[src/rtl/sample_change_logger.sv]
// sample_change_logger: timestamps every change on din against a free-running counter
// and queues {value, ts} events in a show-ahead FIFO drained over valid/ready.
module sample_change_logger #(
    parameter int DATA_W = 4,
    parameter int TS_W   = 16,
    parameter int DEPTH  = 8
) (
    input  logic                       clk,
    input  logic                       rst_n,
    input  logic [DATA_W-1:0]          din,
    input  logic                       clr_ovf,
    output logic                       out_valid,
    input  logic                       out_ready,
    output logic [DATA_W-1:0]          out_data,
    output logic [TS_W-1:0]            out_ts,
    output logic [$clog2(DEPTH):0]     count,
    output logic                       overflow,
    output logic [7:0]                 drop_cnt
);
    localparam int AW = $clog2(DEPTH);
    localparam int CW = AW + 1;

    typedef struct packed {
        logic [DATA_W-1:0] data;
        logic [TS_W-1:0]   ts;
    } entry_t;

    entry_t            mem_q [DEPTH];
    entry_t            mem_d [DEPTH];
    logic [TS_W-1:0]   ts_q, ts_d;
    logic [DATA_W-1:0] last_q, last_d;
    logic              primed_q, primed_d;
    logic [AW-1:0]     wr_ptr_q, wr_ptr_d, rd_ptr_q, rd_ptr_d;
    logic [CW-1:0]     count_q, count_d;
    logic              overflow_q, overflow_d;
    logic [7:0]        drop_q, drop_d, drop_base;
    logic              evt, full, pop, push, drop;

    always_comb begin
        evt        = !primed_q || (din != last_q);
        full       = count_q == CW'(DEPTH);
        pop        = (count_q != '0) && out_ready;
        // A full FIFO still accepts an event when the head leaves on the same edge
        push       = evt && (!full || pop);
        drop       = evt && full && !pop;
        ts_d       = ts_q + 1'b1;
        last_d     = din;
        primed_d   = 1'b1;
        mem_d      = mem_q;
        if (push)
            mem_d[wr_ptr_q] = {din, ts_q};
        wr_ptr_d   = wr_ptr_q + AW'(push);
        rd_ptr_d   = rd_ptr_q + AW'(pop);
        count_d    = count_q + CW'(push) - CW'(pop);
        drop_base  = clr_ovf ? 8'd0 : drop_q;
        drop_d     = drop ? drop_base + 8'(drop_base != 8'hff) : drop_base;
        overflow_d = drop || (overflow_q && !clr_ovf);
    end

    always_ff @(posedge clk or negedge rst_n) begin
        if (!rst_n) begin
            for (int i = 0; i < DEPTH; i++)
                mem_q[i] <= '0;
            ts_q       <= '0;
            last_q     <= '0;
            primed_q   <= 1'b0;
            wr_ptr_q   <= '0;
            rd_ptr_q   <= '0;
            count_q    <= '0;
            overflow_q <= 1'b0;
            drop_q     <= '0;
        end else begin
            mem_q      <= mem_d;
            ts_q       <= ts_d;
            last_q     <= last_d;
            primed_q   <= primed_d;
            wr_ptr_q   <= wr_ptr_d;
            rd_ptr_q   <= rd_ptr_d;
            count_q    <= count_d;
            overflow_q <= overflow_d;
            drop_q     <= drop_d;
        end
    end

    assign out_valid = count_q != '0;
    assign out_data  = mem_q[rd_ptr_q].data;
    assign out_ts    = mem_q[rd_ptr_q].ts;
    assign count     = count_q;
    assign overflow  = overflow_q;
    assign drop_cnt  = drop_q;
endmodule

[config.mk]
export PLATFORM = sky130hd
export DESIGN_NAME = sample_change_logger
export DESIGN_NICKNAME = d
export VERILOG_FILES = /design/src/rtl/sample_change_logger.sv
export SDC_FILE = /design/constraint.sdc
export NUM_CORES = 1
export LEC_CHECK = 0
export ABC_AREA = 1
export CAP_MARGIN = 25
export CORE_MARGIN = 5
export CORE_UTILIZATION = 40
export DETAILED_ROUTE_END_ITERATION = 8
export HOLD_SLACK_MARGIN = 0.12
export PLACE_DENSITY_LB_ADDON = 0.25
export SYNTH_ARGS = -nofsm -noshare
export SYNTH_HDL_FRONTEND = slang
export SYNTH_SLANG_ARGS = --single-unit
export TNS_END_PERCENT = 5
[constraint.sdc]
create_clock -name clk -period 5.22 [get_ports clk]
set_clock_uncertainty 0.2 [all_clocks]
set_input_delay 1.305 -clock clk [delete_from_list [all_inputs] [get_ports clk]]
set_output_delay 1.305 -clock clk [all_outputs]
set_load 0.01 [all_outputs]
==> impl_metrics.py <==
metrics = {
    "timing": {
        "worstMarginPinSlew_ps": 1040,
        "rsz0062_at_grt": "false",
        "fin_crit_ps": 4370,
        "fin_crit_sh_pct": 83.8,
        "maxSlewViolCount": 0,
        "hold_viol": 0,
        "max_freq_mhz": 229,
        "maxSlewHeadroom_pct": 30.3,
        "setup-tns-final_ps": 0,
        "whs_ps": 267,
        "setup_viol": 0,
    },
    "synth": {
        "syn_inst": 1296,
        "yosys_warnings": 0,
        "ys_ff_latch": 200,
        "ys_types": 28,
        "ys_seq_area_share_pct": 49.4,
        "syn-cell-area_sq_mm": 0.0101,
        "avgSynthCellArea_sq_um": 7.82,
        "synth_nets": 1318,
    },
    "critical_path": {
        "endpoint_kind": "output pin",
        "crit_fanout": 81,
        "worstSetupStartpointType": "flop",
        "crit_end": "out_data[3]",
        "r2r-end": "mem_q[83]$_DFFE_PN0P_",
        "reg2regPathDepth": 7,
        "r2r_start": "count[2]$_DFF_PN0_",
        "cp.arrival_ps": 2870,
        "cp_data_required_time_ps": 3710,
        "rrSetupSlack_ps": 2160,
        "worstSetupPathType": "reg2out",
        "critPathLaunch": "rd_ptr_q[0]$_DFF_PN0_",
    },
    "place": {
        "place_hpwl_mm": 16.8,
        "gp_congestion": 0.816,
        "io_buffers": 41,
    },
    "pwr": {
        "switching_share_pct": 43.2,
        "power_uw": 6320,
        "peakVddDrop_v": 0.000447,
        "intPower_uw": 3580,
        "power.density_mw_per_mm2": 559,
        "power_frac_clock_pct": 21.4,
        "p_seq_share_pct": 34.0,
        "p_sw_uw": 2730,
        "pwr-share-comb_pct": 44.6,
        "p_leak_uw": 0.00565,
    },
    "global_routing": {
        "grt-ovfl-total": 0,
        "grtUsageTotal_pct": 20.7,
        "antenna_found_initial": 0,
        "grt_max_degree": 127,
        "grt_pass1_vias": 8495,
        "grt_pass1_wl_mm": 47.7,
    },
    "clock_tree": {
        "clk_path_buf_depth": 2,
        "cts.htree.levels": 4,
        "cts_tree": "yes",
        "cts_resized": 0,
        "cts_setup_buffers": 0,
        "cts-root-buf": "clkbuf_16",
        "cts.sinks": 200,
        "holdBufCountCts": 0,
        "clock_latency_ps": 440,
        "path_clk_slew_ps": 80,
        "cts_made_buffers": 17,
    },
    "cells_and_area": {
        "utilization_pct": 45.1,
        "layout_commonest_cell": "nand2_1",
        "nets": 1288,
        "syn2layout_area_growth_pct": 11.4,
        "n_antenna_cell": 0,
        "n_fill_cell": 2507,
        "regArea_sq_mm": 0.00501,
        "multi_input_area_sq_mm": 0.00445,
        "most-common-layout-cells": "nand2_1, dfrtp_1, nand4_1",
        "drive_gt1_share_pct": 6.57,
    },
    "route": {
        "firstDrtPassIters": 5,
        "vias": 8824,
        "drtIter0Drc": 807,
        "drc_errors": 0,
        "totalWireLength_mm": 29.3,
        "routedWlPerCell_um": 18.2,
        "vias_per_cell": 5.48,
        "antenna_left": 0,
    },
    "die": {
        "fp.dieArea_sq_mm": 0.0286,
        "io_pins": 42,
        "die_h_um": 169,
        "die_w_um": 169,
        "rows": 58,
        "start_util_pct": 40.5,
        "core_area_sq_mm": 0.0250,
    },
    "worst_hold_path": {
        "hold_depth": 2,
        "hp-class": "reg2reg",
        "hold_start": "mem_q[107]$_DFFE_PN0P_",
    },
    "flow_run": {
        "drv_cap": 0,
    },
    "run_status": {
        "status": "finished, final reports clean",
    },
}
-- how the worst min path moves through the flow --
stage / slack, ps / endpoint
after global routing: 280 / mem_q[110]$_DFFE_PN0P_
final: 270 / mem_q[107]$_DFFE_PN0P_
after floorplan: 240 / mem_q[100]$_DFFE_PN0P_
after CTS: 270 / mem_q[52]$_DFFE_PN0P_
after detailed placement: 250 / mem_q[107]$_DFFE_PN0P_
after global placement: 250 / mem_q[128]$_DFFE_PN0P_
-- cells by family after synthesis --
kind of cell,synth area share (%)
DFF,49.4
xor gates and xnor gates,1.56
adders and majority gates,1.80
AOI/OAI and AO/OA,6.34
and+or+nand+nor,33.8
other,0.0370
buffers and inverters,7.10
-- Yosys cell counts --
master	instances	area (sq um)
nand2_2	1	6.26
fa_1	1	20.0
inv_1	31	116
nand4_1	164	1030
clkinv_1	1	3.75
o21ai_1	31	155
buf_4	7	52.6
nand3_2	3	30.0
buf_6	3	33.8
buf_2	65	325
nand3_1	25	125
nor2_1	136	510
o211ai_2	1	12.5
xor2_1	13	114
clkbuf_1	41	154
o21ai_0	92	460
inv_2	6	22.5
nor3_1	10	50.1
nor3_2	3	30.0
nand3b_1	1	7.51
ha_1	13	163
a21oi_1	3	15.0
conb_1	1	3.75
nor2_2	1	6.26
buf_1	3	11.3
dfrtp_1	200	5000
xnor2_1	5	43.8
nand2_1	435	1630
-- final cells by class --
class / instances / area share [%]
repair buffers: 70 / 6.04
flip-flops and latches: 200 / 44.3
inverters: 38 / 1.26
clock inverters: 14 / 1.38
well taps: 330 / 3.66
multi-input cells: 939 / 39.4
clock buffers: 18 / 3.89
-- worst max-delay path, stage by stage (launching register included) --
cell and delay (ps):
dfrtp_2 370, buf_4 700, nor2_1 120, nor2_1 110, o21ai_0 100, o21ai_1 140
nand2_1 60, nand2_1 170, clkdlybuf4s50_1 610
-- flip-flops by register name, indices dropped and copies added (netlist names) --
name and flops:
count 4, drop_cnt 8, last_q 4, mem_q 160, overflow 1, primed_q 1
rd_ptr_q 3, ts_q 16, wr_ptr_q 3
-- routing by layer --
layer / wire length [um] / part of all wire, % / GRT usage, %
met5: 0 / 0 / 0
met4: 391 / 1.3 / 4.38
met3: 1910 / 6.5 / 4.08
met2: 13300 / 45 / 32.6
met1: 13700 / 47 / 30.0
-- power by group through the flow --
| stage | registers [uW] | clock network [uW] | logic, uW |
|---|---|---|---|
| 6_report | 2150 | 1350 | 2810 |
| 5_1_grt | 2200 | 1430 | 3110 |
| 4_1_cts | 2150 | 1370 | 2820 |
| 3_5_place_dp | 2170 | 0 | 2800 |
| 3_3_place_gp | 2170 | 0 | 2780 |
| 2_1_floorplan | 2080 | 0 | 1750 |
-- per-stage QoR --
step | instance area [sq um] | instances | worst slack [ps]
global route | 11300 | 1609 | 657
global placement | 10700 | 1577 | 1090
detailed placement | 10700 | 1577 | 1020
CTS | 11300 | 1609 | 829
floorplan | 10100 | 1296 | 1750
finish | 11300 | 1609 | 847
No activity file was read; power rests on OpenSTA's default activity.
